### src/rtl/ft_sync_fifo_arbiter.sv
// FT2232H synchronous FIFO (FT245-sync) bus controller.
// Shares the 8-bit bidirectional pad bus between host->FPGA reads and FPGA->host writes.
// Bursts are bounded, and the direction alternates whenever both sides have work.

module ft_sync_fifo_arbiter #(
   parameter int unsigned DATA_W    = 8,
   parameter int unsigned MAX_BURST = 64,
   parameter int unsigned CNT_W     = 7
) (
   input  logic              i_comm_clk,
   input  logic              i_rst_n,
   input  logic              i_rxf_n,
   input  logic              i_txe_n,
   input  logic [DATA_W-1:0] i_data_in,
   output logic [DATA_W-1:0] o_data_out,
   output logic              o_data_oe,
   output logic              o_oe_n,
   output logic              o_rd_n,
   output logic              o_wr_n,
   input  logic [DATA_W-1:0] i_tx_data,
   input  logic              i_tx_valid,
   output logic              o_tx_ready,
   output logic [DATA_W-1:0] o_rx_data,
   output logic              o_rx_valid,
   input  logic              i_rx_afull,
   output logic              o_busy
);

   typedef enum logic [2:0] {
      StIdle,
      StRxOe,
      StRxRead,
      StRxEnd,
      StTurn,
      StTxWrite,
      StTxEnd
   } state_t;

   localparam logic [CNT_W-1:0] MaxBurstC = CNT_W'(MAX_BURST);
   localparam logic [CNT_W-1:0] CntSatC   = {CNT_W{1'b1}};
   // Consecutive txe_n-high cycles after which a TX burst yields to pending RX
   localparam logic [2:0]       YieldCycC = 3'd4;

   state_t            r_state;
   logic [CNT_W-1:0]  r_cnt;
   logic [2:0]        r_txe_hi;
   logic              r_last_rx;
   logic              r_hold_valid;
   logic [DATA_W-1:0] r_hold_data;
   logic              r_oe_n;
   logic              r_rd_n;
   logic              r_wr_n;
   logic              r_data_oe;
   logic [DATA_W-1:0] r_rx_data;
   logic              r_rx_valid;

   logic              w_rx_req;
   logic              w_tx_req;
   logic              w_rx_xfer;
   logic              w_tx_xfer;
   logic              w_tx_ready;
   logic              w_tx_pop;
   logic              w_hold_valid_nxt;
   logic [CNT_W-1:0]  w_cnt_inc;
   logic [CNT_W-1:0]  w_rx_cnt_nxt;
   logic [CNT_W-1:0]  w_tx_cnt_nxt;
   logic [2:0]        w_txe_hi_nxt;
   logic              w_rx_done;
   logic              w_tx_done;

   // Requests, transfer qualifiers and burst-exit conditions
   always_comb begin
      w_rx_req  = !i_rxf_n && !i_rx_afull;
      // A byte left in the hold register also counts as TX work
      w_tx_req  = !i_txe_n && (i_tx_valid || r_hold_valid);
      // rd_n/wr_n are only ever low in RX_READ/TX_WRITE, so no state term is needed
      w_rx_xfer = !r_rd_n && !i_rxf_n;
      w_tx_xfer = !r_wr_n && !i_txe_n;

      w_tx_ready       = (r_state == StTxWrite) && (!r_hold_valid || w_tx_xfer);
      w_tx_pop         = w_tx_ready && i_tx_valid;
      w_hold_valid_nxt = w_tx_pop || (r_hold_valid && !w_tx_xfer);

      w_cnt_inc    = (r_cnt == CntSatC) ? r_cnt : r_cnt + 1'b1;
      w_rx_cnt_nxt = w_rx_xfer ? w_cnt_inc : r_cnt;
      w_tx_cnt_nxt = w_tx_xfer ? w_cnt_inc : r_cnt;

      if (!i_txe_n) begin
         w_txe_hi_nxt = 3'd0;
      end else if (r_txe_hi == 3'b111) begin
         w_txe_hi_nxt = r_txe_hi;
      end else begin
         w_txe_hi_nxt = r_txe_hi + 3'd1;
      end

      w_rx_done = i_rxf_n || i_rx_afull || (w_rx_cnt_nxt >= MaxBurstC);
      w_tx_done = (w_tx_cnt_nxt >= MaxBurstC) || !w_hold_valid_nxt ||
                  ((w_txe_hi_nxt >= YieldCycC) && !i_rxf_n);
   end

   // Bus FSM with registered strobes, RX capture and TX hold register
   always_ff @(posedge i_comm_clk or negedge i_rst_n) begin
      if (!i_rst_n) begin
         r_state      <= StIdle;
         r_cnt        <= '0;
         r_txe_hi     <= 3'd0;
         r_last_rx    <= 1'b0;
         r_hold_valid <= 1'b0;
         r_hold_data  <= '0;
         r_oe_n       <= 1'b1;
         r_rd_n       <= 1'b1;
         r_wr_n       <= 1'b1;
         r_data_oe    <= 1'b0;
         r_rx_data    <= '0;
         r_rx_valid   <= 1'b0;
      end else begin
         r_rx_valid <= 1'b0;
         if (w_rx_xfer) begin
            r_rx_data  <= i_data_in;
            r_rx_valid <= 1'b1;
         end
         r_hold_valid <= w_hold_valid_nxt;
         if (w_tx_pop) begin
            r_hold_data <= i_tx_data;
         end

         unique case (r_state)
            StIdle: begin
               // Both requesting: go opposite to the previous direction
               if (w_rx_req && (!w_tx_req || !r_last_rx)) begin
                  r_state   <= StRxOe;
                  r_oe_n    <= 1'b0;
                  r_cnt     <= '0;
                  r_last_rx <= 1'b1;
               end else if (w_tx_req) begin
                  r_state   <= StTxWrite;
                  r_data_oe <= 1'b1;
                  r_wr_n    <= !r_hold_valid;
                  r_cnt     <= '0;
                  r_txe_hi  <= 3'd0;
                  r_last_rx <= 1'b0;
               end
            end
            StRxOe: begin
               r_state <= StRxRead;
               r_rd_n  <= 1'b0;
            end
            StRxRead: begin
               r_cnt <= w_rx_cnt_nxt;
               if (w_rx_done) begin
                  r_state <= StRxEnd;
                  r_rd_n  <= 1'b1;
               end
            end
            StRxEnd: begin
               r_state <= StTurn;
               r_oe_n  <= 1'b1;
            end
            StTurn: begin
               r_state <= StIdle;
            end
            StTxWrite: begin
               r_cnt    <= w_tx_cnt_nxt;
               r_txe_hi <= w_txe_hi_nxt;
               if (w_tx_done) begin
                  r_state <= StTxEnd;
                  r_wr_n  <= 1'b1;
               end else begin
                  r_wr_n <= !w_hold_valid_nxt;
               end
            end
            StTxEnd: begin
               r_state   <= StTurn;
               r_data_oe <= 1'b0;
            end
            default: begin
               r_state <= StIdle;
            end
         endcase
      end
   end

   assign o_data_out = r_hold_data;
   assign o_data_oe  = r_data_oe;
   assign o_oe_n     = r_oe_n;
   assign o_rd_n     = r_rd_n;
   assign o_wr_n     = r_wr_n;
   assign o_tx_ready = w_tx_ready;
   assign o_rx_data  = r_rx_data;
   assign o_rx_valid = r_rx_valid;
   assign o_busy     = (r_state != StIdle);

endmodule
### config.mk
export PLATFORM = sky130hd
export DESIGN_NAME = ft_sync_fifo_arbiter
export DESIGN_NICKNAME = d
export VERILOG_FILES = /design/src/rtl/ft_sync_fifo_arbiter.sv
export SDC_FILE = /design/constraint.sdc
export NUM_CORES = 1
export LEC_CHECK = 0
export ABC_AREA = 0
export CAP_MARGIN = 20
export CORE_MARGIN = 10
export CORE_UTILIZATION = 40
export DETAILED_ROUTE_END_ITERATION = 7
export PLACE_DENSITY = 0.71
export SLEW_MARGIN = 0
export SYNTH_ARGS = -nofsm -noshare
export SYNTH_HDL_FRONTEND = slang
export SYNTH_SLANG_ARGS = --single-unit
### constraint.sdc
create_clock -name i_comm_clk -period 3.2 [get_ports i_comm_clk]
set_clock_uncertainty 0.15 [all_clocks]
set_input_delay 0.64 -clock i_comm_clk [delete_from_list [all_inputs] [get_ports i_comm_clk]]
set_output_delay 0.64 -clock i_comm_clk [all_outputs]
set_load 0.01 [all_outputs]
Word level (Yosys, flattened, before mapping):

Cells that the tools add are included.

* logic and storage cells: 103
* register bits: 36
* input port bits: 22

* add/subtract/negate cells: 2
* reduce and logical (&&, ||, !) cells: 43
* equal/unequal tests: 13
* $lt $le $gt $ge: 3
* mux-type cells: 30

Operators with widths (count)
* 7-bit 2-to-1 mux: 5
* 3-bit 2-to-1 mux: 8
* 7-bit case mux with 3 select lines: 1
* 3-bit case mux with 5 select lines: 1
* 7-bit >= comparator (second input constant): 2
* 1-bit logical NOT: 10
* 1-bit 2-to-1 mux: 10
* 2-bit inequality test (second input constant): 5
* 2-bit nonzero test: 5
* 3-bit == test (second input constant): 3
* 1-bit logical AND: 9
* 3-bit AND reduction: 3
* 1-bit logical OR: 8
* 1-bit case mux with 2 select lines: 4
* 2-bit AND reduction: 4
* 7-bit by 1-bit adder with 7-bit output (second input constant): 1
* 7-bit == test (second input constant): 1
* 3-bit by 2-bit == test with 1-bit output (second input constant): 2
* 3-bit case mux with 2 select lines: 1
* 3-bit nonzero test: 2
* 3-bit by 1-bit adder with 3-bit output (second input constant): 1
* 3-bit by 1-bit == test with 1-bit output (second input constant): 1
* 3-bit >= comparator (second input constant): 1
* 3-bit logical NOT: 1
* 2 further kinds: 2

Depth between registers and ports, before layout:

* depth in word-level cells: 11
* gate-level depth with buffers: 7
* gate-level depth less buffers: 5

Worst setup path before layout:

No wires, ideal clock.

* path type: in2out
* start point: in i_txe_n
* end point: out o_tx_ready
* path buffers: 0
* data arrival time: 1.164 ns
* slack: 1.246 ns
* stages: 2
* cells stage by stage: or2_2 -> a21boi_4

* cells in the longest elaborated chain, start to end: 4

RTL lines
* start: declaration: RTL line 13 `input logic i_txe_n,`
* 1-bit logical NOT
* 1-bit logical AND: RTL line 78 `w_tx_xfer = !r_wr_n && !i_txe_n;`
* 1-bit logical OR: RTL line 80 `w_tx_ready = (r_state == StTxWrite) && (!r_hold_valid || w_tx_xfer);`
* 1-bit logical AND: RTL line 80
* end: declaration: RTL line 22 `output logic o_tx_ready,`

No other way between the ends.

Worst setup path after layout:

Ends and elaborated chain as after synthesis.

==> out/summary.txt <==
Status - complete, no violations
Initial antenna violation count - 0
Worst r2r dst - o_data_out[4]$_DFFE_PN0P_
Netlist cell types - 44
Starting Density - 41.1%
ANT cells - 0
DR WL/cell - 15.3 µm
EDFF count, synth - 0
Synth area leaders - dfrtp_1 (46%), mux2_4 (6.7%), mux2_2 (5.0%), dfstp_2 (4.4%), a21oi_1 (3.6%)
Cell type with the highest aggregate area in the netlist - dfrtp_1
Drt drc - 0
Die H - 86.9 µm
Root buf cell - clkbuf_8
GR Overflow Total - 0
Top cell by count, worst path - clkdlybuf4s50_1
Layout Nets - 232
Die width - 86.9 µm
Fmax - 332 MHz
H-Tree Depth - 2
Period utilisation layout - 94.0%
CTS Hold Bufs - 0
GRT Util Overall - 10.5%
Syn. warnings - 0
Mapped Nets - 185
Initial DRC Count - 73
Max-slew headroom - 40.8%
Worst reg2reg path startpoint - r_state[0]$_DFFE_PN0P_
Hold Crit Class - in -> async
PwrDens - 896 mW/mm²
Ys async rst share - 100%
Share of the synthesized area in the top cell type - 46.1%
Core region area - 0.00435 mm²
Final count of negative-setup-slack endpoints - 0
Simple-gate portion of the synthesized area - 12.7%
Worst-Skew Late Latency - 290 ps
Clk buf depth - 2
Worst reg2reg path depth - 4
Fin Setup TNS - 0 ps
CTS-repair resized insts - 0
Path type of the worst setup path - in -> out
Seq/Total Area, Yosys - 50.5%
FP Rows - 24
Largest net degree at the start of global routing - 37
Min Tclk post-route - 3010 ps
CTS tree - yes
Post-Synth Adder-Cell Area - 1.40%
Routability cong. - 0.791
Synth Register Bits - 36
Main combinational cell family by area after synthesis - compound AO/OA/AOI/OAI gates
Pre-Repair DR Iteration Count - 4
Register clock-pin slew on the reported worst setup and hold paths - 70 ps
Syn avg cell area - 11.1 µm²
Complex-gate fraction of the synthesized area - 18.2%
Synthesized cell area - 0.00179 mm²
WP data arrival - 2220 ps
CP Buf/Inv Count - 2
Final Hold Fails - 0
Filler Cell Count - 371
Syn-to-layout area delta - 32.2%
I/O pins - 45
Peak VDD IR - 634 µV
Final wirelength - 3990 µm
Post-synthesis cell count - 161
Maxcap violations - 0
Main synth FF type - dfrtp_1
Die area - 0.00755 mm²
Final Max Tran Viols - 0
Crit-path leading delay family - buffers and inverters
Mux contribution to synthesized area - 12.3%
R2r setup slk - 1350 ps
Tightest Pin Transition - 888 ps
CP startpoint kind - input port
Worst Path Required - 2410 ps
Post-CTS Setup Bufs - 0
Dpl hpwl - 3010 µm
Fraction of layout cells with a size suffix above 1 - 19.1%
Cell breakdown of the critical path - clkdlybuf4s50_1, or2_2, a21boi_4, clkdlybuf4s50_1
CP endpoint kind - output port
Sink Count - 36
CTS Buf Count - 5
Post-Synth XOR/XNOR Area - 0%
Via density per instance - 5.25
Power, Total - 2120 µW
First-pass GRT wire length - 6320 µm
CP max stage cell - clkdlybuf4s50_1
Largest stage delay, worst path - 570 ps
Port Buffers - 44
Number of global-route vias before repair - 1,264
Crit path max fanout - 5
Vias - 1,370
Leak - 0.00101 µW
RSZ-0062 raised after global routing - no
ANT nets after route - 0
## through the flow
step	std cells	utilization, %	setup WS [ps]	hold WS [ps]	cell area (µm²)
global placement	253	51.8	203	325	2260
detailed placement	253	51.8	179	331	2260
CTS	261	54.4	179	341	2370
global route	261	54.4	139	369	2370
floorplan	161	-	1250	194	1790
finish	261	54.4	190	310	2370
## routing by layer
| metal | vias to the layer above | global-route usage [%] | routed length (µm) | part of all wire (%) |
|---|---|---|---|---|
| met5 | - | 0 | 0 | 0 |
| met4 | 0 | 4.42 | 78 | 2.0 |
| met3 | 9 | 3.93 | 209 | 5.2 |
| met2 | 22 | 15.8 | 1970 | 49 |
| met1 | 660 | 13.2 | 1730 | 43 |
| li1 | 679 | - | - | - |
## synthesized netlist by cell type (2+ instances only)
library cell  instances
dfrtp_1              33
a21oi_1              13
nand2_1              12
inv_1                10
nor2_1                9
o21ai_0               9
mux2_2                8
mux2_4                8
a31oi_1               6
nand3_1               6
nor3_1                4
buf_6                 3
dfstp_2               3
a22o_2                2
a41oi_2               2
and3_1                2
ha_1                  2
o22ai_1               2
o32ai_1               2
## worst max-delay path by stage
stage | startpoint | endpoint | slack [ps] | depth (start not counted)
3_5_place_dp | i_txe_n | o_tx_ready | 180 | 4
5_1_grt | i_txe_n | o_tx_ready | 140 | 4
6_report | i_txe_n | o_tx_ready | 190 | 4
4_1_cts | i_txe_n | o_tx_ready | 180 | 4
2_1_floorplan | i_txe_n | o_tx_ready | 1250 | 2
3_3_place_gp | i_txe_n | o_tx_ready | 200 | 4
## layout by cell type, fill, tap and decap left out, types with 2 or more instances in the layout
| cell | synthesis | layout |
|---|---|---|
| mux2_4 | 8 | 8 |
| a21oi_1 | 13 | 13 |
| a31oi_1 | 6 | 6 |
| a41oi_2 | 2 | 2 |
| inv_1 | 10 | 10 |
| nand2_1 | 12 | 12 |
| and3_1 | 2 | 2 |
| dfstp_2 | 3 | 3 |
| o21ai_0 | 9 | 9 |
| clkdlybuf4s50_1 | 0 | 43 |
| ha_1 | 2 | 2 |
| o22ai_1 | 2 | 2 |
| nor3_1 | 4 | 4 |
| buf_4 | 1 | 2 |
| nor2_1 | 9 | 9 |
| a22o_2 | 2 | 2 |
| nand3_1 | 6 | 6 |
| clkbuf_8 | 0 | 5 |
| dfrtp_1 | 33 | 33 |
| mux2_2 | 8 | 8 |
| o32ai_1 | 2 | 2 |
## state kept, by name, indices dropped and copies added (netlist names)
signal and flops:
o_data_out 8, o_rx_data 8, r_cnt 7, r_state 3
r_txe_hi 3, o_data_oe 1, o_oe_n 1, o_rd_n 1
o_rx_valid 1, o_wr_n 1, r_hold_valid 1, r_last_rx 1
## final cells by class
| cell class | count | area [µm²] | share of cell area (%) |
|---|---|---|---|
| clock buffer | 5 | 68.8 | 2.91 |
| clock inverter | 3 | 42.5 | 1.80 |
| inverter | 10 | 37.5 | 1.59 |
| sequential | 36 | 905 | 38.2 |
| tap | 52 | 65.1 | 2.75 |
| timing repair buffer | 46 | 450 | 19.0 |
| multi-input combinational | 109 | 798 | 33.7 |
## logic make-up after synthesis
kind of cell,Yosys count
buffers and inverters,16
muxes,17
DFF,36
and+or+nand+nor,44
AOI/OAI and AO/OA,46
adders and majority gates,2
## power breakdown
part / switching (µW) / internal, µW
Sequential: 145 / 657
Combinational: 392 / 531
Clock: 164 / 230
Total: 702 / 1420
No activity file was read; power rests on OpenSTA's default activity.
